`src/rtl/mux_sel_pkg.sv`:
```
// Shared types and helpers for the 4:1 mux round-robin select controller.
package mux_sel_pkg;

    localparam int unsigned N_CH  = 4;
    localparam int unsigned SEL_W = 2;

    typedef enum logic {
        IDLE  = 1'b0,
        GRANT = 1'b1
    } sel_state_t;

    // One-hot decode of a channel select.
    function automatic logic [N_CH-1:0] onehot4(input logic [SEL_W-1:0] sel);
        onehot4 = N_CH'(1) << sel;
    endfunction

endpackage

```
`src/rtl/rr_prio_pick.sv`:
```
// Round-robin priority pick: first requester scanning last+1, last+2, ... (mod 4).
module rr_prio_pick
    import mux_sel_pkg::*;
(
    input  logic [N_CH-1:0]  req,
    input  logic [SEL_W-1:0] last,
    output logic             valid,
    output logic [SEL_W-1:0] pick
);

    // Scan from the farthest offset down so the nearest requester after `last` wins.
    always_comb begin
        logic [SEL_W-1:0] idx;
        idx   = '0;
        pick  = '0;
        valid = |req;
        for (int k = N_CH; k >= 1; k--) begin
            idx = last + SEL_W'(k);
            if (req[idx]) begin
                pick = idx;
            end
        end
    end

endmodule

```
`src/rtl/mux4_rr_sel_ctrl.sv`:
```
// Round-robin select/enable controller for a 4:1 channel mux with bounded bursts.
// Optional feature: define RR_SEL_LOCK_EN to add a `lock` input that suppresses
// the burst-length release while asserted.
// rst_n is expected to be release-synchronised upstream.
module mux4_rr_sel_ctrl
    import mux_sel_pkg::*;
#(
    parameter int unsigned HOLD_CYCLES = 4,
    parameter int unsigned CNT_W       = 8
) (
    input  logic             clk,
    input  logic             rst_n,
    input  logic [N_CH-1:0]  req,
    input  logic             out_ready,
`ifdef RR_SEL_LOCK_EN
    input  logic             lock,
`endif
    output logic [SEL_W-1:0] S,
    output logic             E,
    output logic [N_CH-1:0]  gnt,
    output logic             beat,
    output logic [CNT_W-1:0] busy_cnt
);

    sel_state_t       state_q, state_d;
    logic [SEL_W-1:0] s_q, s_d;
    logic             e_q, e_d;
    logic [N_CH-1:0]  gnt_q, gnt_d;
    logic [CNT_W-1:0] busy_cnt_q, busy_cnt_d;
    logic [SEL_W-1:0] last_q, last_d;

    logic             pick_valid;
    logic [SEL_W-1:0] pick;
    logic             hold_lock;
    logic             beat_c;
    logic             hold_hit;
    logic             release_c;

`ifdef RR_SEL_LOCK_EN
    assign hold_lock = lock;
`else
    assign hold_lock = 1'b0;
`endif

    // Masking by the current grant keeps a lone re-requester from winning back-to-back;
    // in IDLE gnt_q is zero so the mask is transparent.
    rr_prio_pick u_pick (
        .req   (req & ~gnt_q),
        .last  (last_q),
        .valid (pick_valid),
        .pick  (pick)
    );

    assign beat_c    = e_q & out_ready;
    assign hold_hit  = (busy_cnt_q == CNT_W'(HOLD_CYCLES - 1));
    assign release_c = (beat_c & hold_hit & ~hold_lock) | ~req[s_q];

    // Next-state and registered-output logic.
    always_comb begin
        state_d    = state_q;
        s_d        = s_q;
        e_d        = e_q;
        gnt_d      = gnt_q;
        busy_cnt_d = busy_cnt_q;
        last_d     = last_q;

        case (state_q)
            IDLE: begin
                if (pick_valid) begin
                    state_d    = GRANT;
                    s_d        = pick;
                    e_d        = 1'b1;
                    gnt_d      = onehot4(pick);
                    last_d     = pick;
                    busy_cnt_d = '0;
                end
            end
            GRANT: begin
                if (beat_c && !hold_hit) begin
                    busy_cnt_d = busy_cnt_q + CNT_W'(1);
                end
                if (release_c) begin
                    if (pick_valid) begin
                        s_d        = pick;
                        e_d        = 1'b1;
                        gnt_d      = onehot4(pick);
                        last_d     = pick;
                        busy_cnt_d = '0;
                    end else begin
                        state_d    = IDLE;
                        e_d        = 1'b0;
                        gnt_d      = '0;
                        busy_cnt_d = '0;
                    end
                end
            end
            default: begin
                state_d    = IDLE;
                e_d        = 1'b0;
                gnt_d      = '0;
                busy_cnt_d = '0;
            end
        endcase
    end

    // State and output registers; reset drops the grant immediately.
    always_ff @(posedge clk or negedge rst_n) begin
        if (!rst_n) begin
            state_q    <= IDLE;
            s_q        <= '0;
            e_q        <= 1'b0;
            gnt_q      <= '0;
            busy_cnt_q <= '0;
            last_q     <= SEL_W'(N_CH - 1);
        end else begin
            state_q    <= state_d;
            s_q        <= s_d;
            e_q        <= e_d;
            gnt_q      <= gnt_d;
            busy_cnt_q <= busy_cnt_d;
            last_q     <= last_d;
        end
    end

    assign S        = s_q;
    assign E        = e_q;
    assign gnt      = gnt_q;
    assign busy_cnt = busy_cnt_q;
    assign beat     = beat_c;

endmodule

```
`config.mk`:
```
export PLATFORM = sky130hd
export DESIGN_NAME = mux4_rr_sel_ctrl
export DESIGN_NICKNAME = d
export VERILOG_FILES = /design/src/rtl/mux_sel_pkg.sv /design/src/rtl/rr_prio_pick.sv /design/src/rtl/mux4_rr_sel_ctrl.sv
export SDC_FILE = /design/constraint.sdc
export NUM_CORES = 1
export LEC_CHECK = 0
export BUFFER_PORTS_ARGS = -buffer_cell sky130_fd_sc_hd__buf_2
export CAP_MARGIN = 20
export CORE_MARGIN = 2
export CORE_UTILIZATION = 52
export CTS_BUF_LIST = sky130_fd_sc_hd__clkbuf_16
export DETAILED_ROUTE_END_ITERATION = 16
export GPL_ROUTABILITY_DRIVEN = 0
export HOLD_SLACK_MARGIN = 0.06
export PLACE_DENSITY = 0.74
export SYNTH_ARGS = -nofsm -noshare
export SYNTH_HDL_FRONTEND = slang
export SYNTH_HIERARCHICAL = 1
export SYNTH_SLANG_ARGS = --single-unit
export TNS_END_PERCENT = 30
```
`constraint.sdc`:
```
create_clock -name clk -period 2 [get_ports clk]
set_input_delay 0.2 -clock clk [delete_from_list [all_inputs] [get_ports clk]]
set_output_delay 0.2 -clock clk [all_outputs]
set_load 0.1 [all_outputs]
```
## Word-level counts from Yosys, hierarchy flattened

Cells that the tools add are included.

- Shift-type cells: 1
- Reduce and logical (&&, ||, !) cells: 5
- Bitwise operators: 7
- $lt $le $gt $ge: 5
- Equality and inequality tests: 4
- Mux-type cells: 34
- $add $sub $neg: 4

Operators with widths:

| kind | number |
|---|---|
| 8-bit 2-to-1 mux | 3 |
| 2-bit 2-to-1 mux | 8 |
| 8-bit case mux with 2 select lines | 1 |
| 2-bit by 3-bit less-than comparator with 1-bit output (second input constant) | 5 |
| 4-bit 2-to-1 mux | 3 |
| 1-bit binary-select mux with 2-bit select | 5 |
| 1-bit 2-to-1 mux | 9 |
| 8-bit by 1-bit adder with 8-bit output (second input constant) | 1 |
| 8-bit by 2-bit equality test with 1-bit output (second input constant) | 1 |
| 2-bit case mux with 2 select lines | 2 |
| 4-bit case mux with 2 select lines | 1 |
| 2-bit adder (second input constant) | 2 |
| 4-bit bitwise AND | 1 |
| 4-bit inverter | 1 |
| 1-bit case mux with 2 select lines | 2 |
| 2-bit AND reduction | 2 |
| 4-bit OR reduction | 1 |
| 1-bit by 2-bit << shifter with 4-bit output (first input constant) | 1 |
| 3-bit by 1-bit inequality test with 1-bit output (second input constant) | 1 |
| 2-bit by 1-bit adder with 2-bit output (second input constant) | 1 |
| 1-bit bitwise AND | 2 |
| 2-bit by 1-bit inequality test with 1-bit output (second input constant) | 1 |
| 2-bit inequality test (second input constant) | 1 |
| 1-bit inverter | 2 |
| other kinds (3) | 3 |

- Logic and storage cells: 66
- Register bits: 18
- Output and inout bits: 16

## Depth between registers and ports, before layout

- Depth after elaboration: 12
- Mapped depth: 7

## Hierarchy

Netlist, hierarchy kept.

By module, submodules not included:

| module | instances | area an instance (um^2) | sequential area each (um^2) | cells each |
|---|---|---|---|---|
| mux4_rr_sel_ctrl | 1 | 965.9 | 452.9 | 89 |
| rr_prio_pick | 1 | 91.3 | 0.0 | 14 |

## Worst setup path before layout

Ideal clock, no wire load.

- Path kind: flip-flop to flip-flop
- Start point: reg busy_cnt_q[1], in the netlist busy_cnt[1]
- End point: reg s_q[1], in the netlist S[1]
- Period minus slack after synthesis: 2.336 ns
- Buffers on the path: 1
- Library setup time: 0.126 ns
- Path slack: -0.336 ns
- Data arrival time: 2.211 ns
- Cell stages (with the launch flop): 7
- Cells stage by stage: dfrtp_1 -> ha_1 -> nor4b_4 -> and3b_1 -> buf_6 -> o21ai_4 -> mux2_4

- Longest elaborated chain between the ends: 4

RTL lines:

| item | RTL line | RTL |
|---|---|---|
| start: declaration | mux4_rr_sel_ctrl.sv:29 | `logic [CNT_W-1:0] busy_cnt_q, busy_cnt_d;` |
| start signal: assignment | mux4_rr_sel_ctrl.sv:120 | `busy_cnt_q <= busy_cnt_d;` |
| 8-bit by 2-bit equality test with 1-bit output | mux4_rr_sel_ctrl.sv:55 | `assign hold_hit = (busy_cnt_q == CNT_W'(HOLD_CYCLES - 1));` |
| 1-bit bitwise AND | mux4_rr_sel_ctrl.sv:56 | `assign release_c = (beat_c & hold_hit & ~hold_lock) \| ~req[s_q];` |
| 1-bit bitwise OR | mux4_rr_sel_ctrl.sv:56 |  |
| 2-bit by 1-bit inequality test with 1-bit output (no line) | -- |  |
| end signal: assignment | mux4_rr_sel_ctrl.sv:110 | `s_q <= '0;` |
| end signal: assignment | mux4_rr_sel_ctrl.sv:117 | `s_q <= s_d;` |
| end: declaration | mux4_rr_sel_ctrl.sv:26 | `logic [SEL_W-1:0] s_q, s_d;` |

Every way passes these cells.
A chain may end at the register's enable or synchronous reset.

## Worst setup path after layout

Same ends and word-level chain as after synthesis.

==> reports/metrics.csv <==
stage;metric;value;unit
critical_path;critical path class;flop to flop;
power_and_ir_drop;combinational cell fraction of total power;59.6;%
finish;share of cells above drive strength 1;45.9;%
synth;Post-synth top cells;dfrtp_1, a31oi_1, inv_1, or3_1;
global_routing;gr busiest metal;met2;
timing;Sum Neg Setup Slack;0;ps
synth;Post-Syn Nets;111;
flow_run;# Max-Cap Violations;0;
critical_path;Worst Path Buf+Inv;0;
synth;Yosys reg bits;18;
critical_path;slowest stage delay, CP;500;ps
synth;post-synthesis mux area share;8.52;%
power_and_ir_drop;Int Power;1.24;mW
synth;Post-Synthesis Cells;103;
synth;adder-cell share of the synthesized area;1.18;%
power_and_ir_drop;clock power share;15.5;%
finish;# diodes;0;
clocking;clock latency at the later pin of the worst-skew pair;250;ps
timing;Worst Tran Pin Value;487;ps
route;wire per inst;14.7;µm
global_routing;GRT Residual Overflow;0;
finish;Nets;142;
clocking;CTS Buf Count;3;
finish;Sequential Area;477;µm²
finish;Multi-input gate area;564;µm²
global_routing;pin count of the biggest net entering global routing;19;
critical_path;WP data required;2130;ps
min_path;Hold Crit Class;input pin to flop;
critical_path;CP Max Fanout;9;
placement;# placed instances;155;
die;core area;0.00194;mm²
synth;area share of and/or/nand/nor cells after synthesis;20.0;%
finish;area grow syn2layout;27.6;%
die;std cell rows;16;
timing;RSZ-0062 raised after global routing;no;
synth;compound-gate portion of the synthesized area;22.5;%
power_and_ir_drop;Sw Share;51.6;%
power_and_ir_drop;Worst VDD drop;1.33;mV
die;Die H;49.1;µm
clocking;CTS HTree Levels;1;
clocking;Root Buffer;clkbuf_16;
global_routing;initial antenna violation count;0;
finish;FILL cells;146;
synth;Most used DFF post-synth;dfrtp_1;
route;Final ANT Viol Nets;0;
timing;Period minus WS final;1890;ps
clocking;CTS tree;yes;
route;DRC Markers;0;
timing;Peak Freq;530;MHz
timing;clk_skew;6.25;ps
synth;XOR/XNOR share of the synthesized area;0;%
synth;Unique masters post-synth;33;
critical_path;CP Capture Type;flop;
timing;period utilization;94.3;%
timing;Slew headroom;67.7;%
critical_path;CP max-delay cell;dfrtp_4;
global_routing;GR Layer Usage met1;30.2;%
critical_path;worst-path cell chain;ha_4 -> nor4b_4 -> and3b_1 -> o21ai_4 -> mux2_4;
synth;Mean Syn Cell Area;10.3;µm²
route;DRT iter0 DRCs;35;
placement;Buffers on Ports;22;
die;Die X;49.1;µm
synth;number of synthesized flops with an enable pin;0;
timing;Final Hold Fails;0;
global_routing;GRT met2 Usage;34.2;%
clocking;CTS max path bufs;2;
finish;Finished Layout Cells;160;
die;Die ar.;0.00241;mm²
power_and_ir_drop;total power;2.56;mW
timing;final setup fails;0;
synth;cell taking the most area after synthesis;dfrtp_1;
die;IO Pins;23;
synth;Seq/Total Area, Yosys;42.8;%
finish;Post-Route Utilization;69.5;%
global_routing;first-pass GRT wire length;4080;µm
global_routing;vias in the first global route;905;
route;via count;944;
power_and_ir_drop;Pwr Density;1900;mW/mm²
synth;largest cells by area after synthesis;dfrtp_1, a31oi_1, mux2_4, dfstp_2, inv_1;
synth;main combinational cell family by area after synthesis;compound AO/OA/AOI/OAI gates;
synth;mapped cell area;0.00106;mm²
power_and_ir_drop;Seq pwr share;24.9;%
clocking;Worst-path clk slew;50;ps
route;DRT Wirelength;2360;µm
route;drt pass-1 iters;4;
route;Vias/cell;5.90;
power_and_ir_drop;P_leak;0.631;nW
run_status;status;finished clean;
critical_path;CP arrival;2010;ps
placement;post-DP HPWL;1690;µm
global_routing;GRT Util Overall;21.9;%
synth;area share of the largest cell type after synthesis;37.9;%
power_and_ir_drop;Net Sw Power;1.32;mW
synth;asr flop ratio synth;100;%
global_routing;M3 GR Usage;3.99;%
synth;Yosys warning count;6;
synth;count leader, synth;dfrtp_1;
clocking;Clock Sinks;18;
timing;Pins Over Slew Limit;0;
critical_path;Startpoint Class;flop;
critical_path;Top delay family on crit path;flip-flops;
die;Initial Utilization;54.4;%
cells in the final DEF (no fill, tap or decap), drive strengths merged, types with 4 or more instances in the layout:
master	n
a31oi	13
dfrtp	16
buf	27
nand2b	4
a21oi	5
and3	6
mux2	4
nor2b	4
or3	6
inv	11
o32ai	4
o21ai	4
tightest hold or removal path: stages:
cell     delay (ps)
buf_2           110
nand4_1          90
a21o_1          130
routing by layer:
layer  part of all wire, %  up-vias
met5                     0        -
met4                   1.5        0
met3                   4.9        8
met2                    46       36
met1                    47      447
li1                      -      453
power groups by stage:
stage / clock, mW / sequential (mW) / combinational, mW
floorplan: 0 / 1.20 / 0.674
global placement: 0 / 0.639 / 1.49
detailed placement: 0 / 0.644 / 1.51
CTS: 0.402 / 0.639 / 1.52
global route: 0.420 / 0.662 / 1.62
finish: 0.397 / 0.638 / 1.53
through the flow:
| stage | cell area, µm² | hold slack (ps) | setup WS, ps |
|---|---|---|---|
| 5_1_grt | 1350 | 329 | 39.7 |
| 4_1_cts | 1350 | 307 | 130 |
| 2_1_floorplan | 1090 | -95.6 | 12.7 |
| 3_3_place_gp | 1260 | 144 | 193 |
| 6_report | 1350 | 318 | 115 |
| 3_5_place_dp | 1260 | 145 | 146 |
state kept, by name, summed over array words and instances (netlist names):
signal    count
E             1
gnt           4
S             2
state_q       1
busy_cnt      8
last_q        2
cells by family (layout without fill, tap and decap cells):
kind of cell             count (synthesis)  count (layout)
AND/OR/NAND/NOR                         33              33
AO/OA/AOI/OAI                           32              32
flip-flops                              18              18
buffers and inverters                   12              42
multiplexers                             7               7
adder cells (fa/ha/maj)                  1               1
path summary, 6_finish.rpt:
kind                                           end               startpoint  slack, ps  cells past startpoint
setup / recovery                  S[1]$_DFFE_PN0P_  busy_cnt[1]$_DFFE_PN0P_        110                      5
hold / removal                   state_q$_DFF_PN0_                out_ready        320                      3
min in group asynchronous  busy_cnt[0]$_DFFE_PN0P_                    rst_n        410                      2
max in group asynchronous    last_q[0]$_DFFE_PN1P_                    rst_n       1270                      2
setup reg to reg                  S[1]$_DFFE_PN0P_  busy_cnt[1]$_DFFE_PN0P_        110                      5
hold reg to reg                      E$_DFFE_PN0P_            E$_DFFE_PN0P_        530                      1
final cells by class:
class	instances	area share [%]
clock inverter	1	0.278
multi-input combinational	73	41.8
timing repair buffer	28	11.7
tap	27	2.50
clock buffer	3	5.57
inverter	10	2.78
sequential	18	35.3
what timing repair did:
action,4_1_cts,5_1_grt
setup buffers,0,0
hold endpoints to repair,16,0
hold buffers,1,0
gates resized for setup,0,0
No activity file was read; power rests on OpenSTA's default activity.
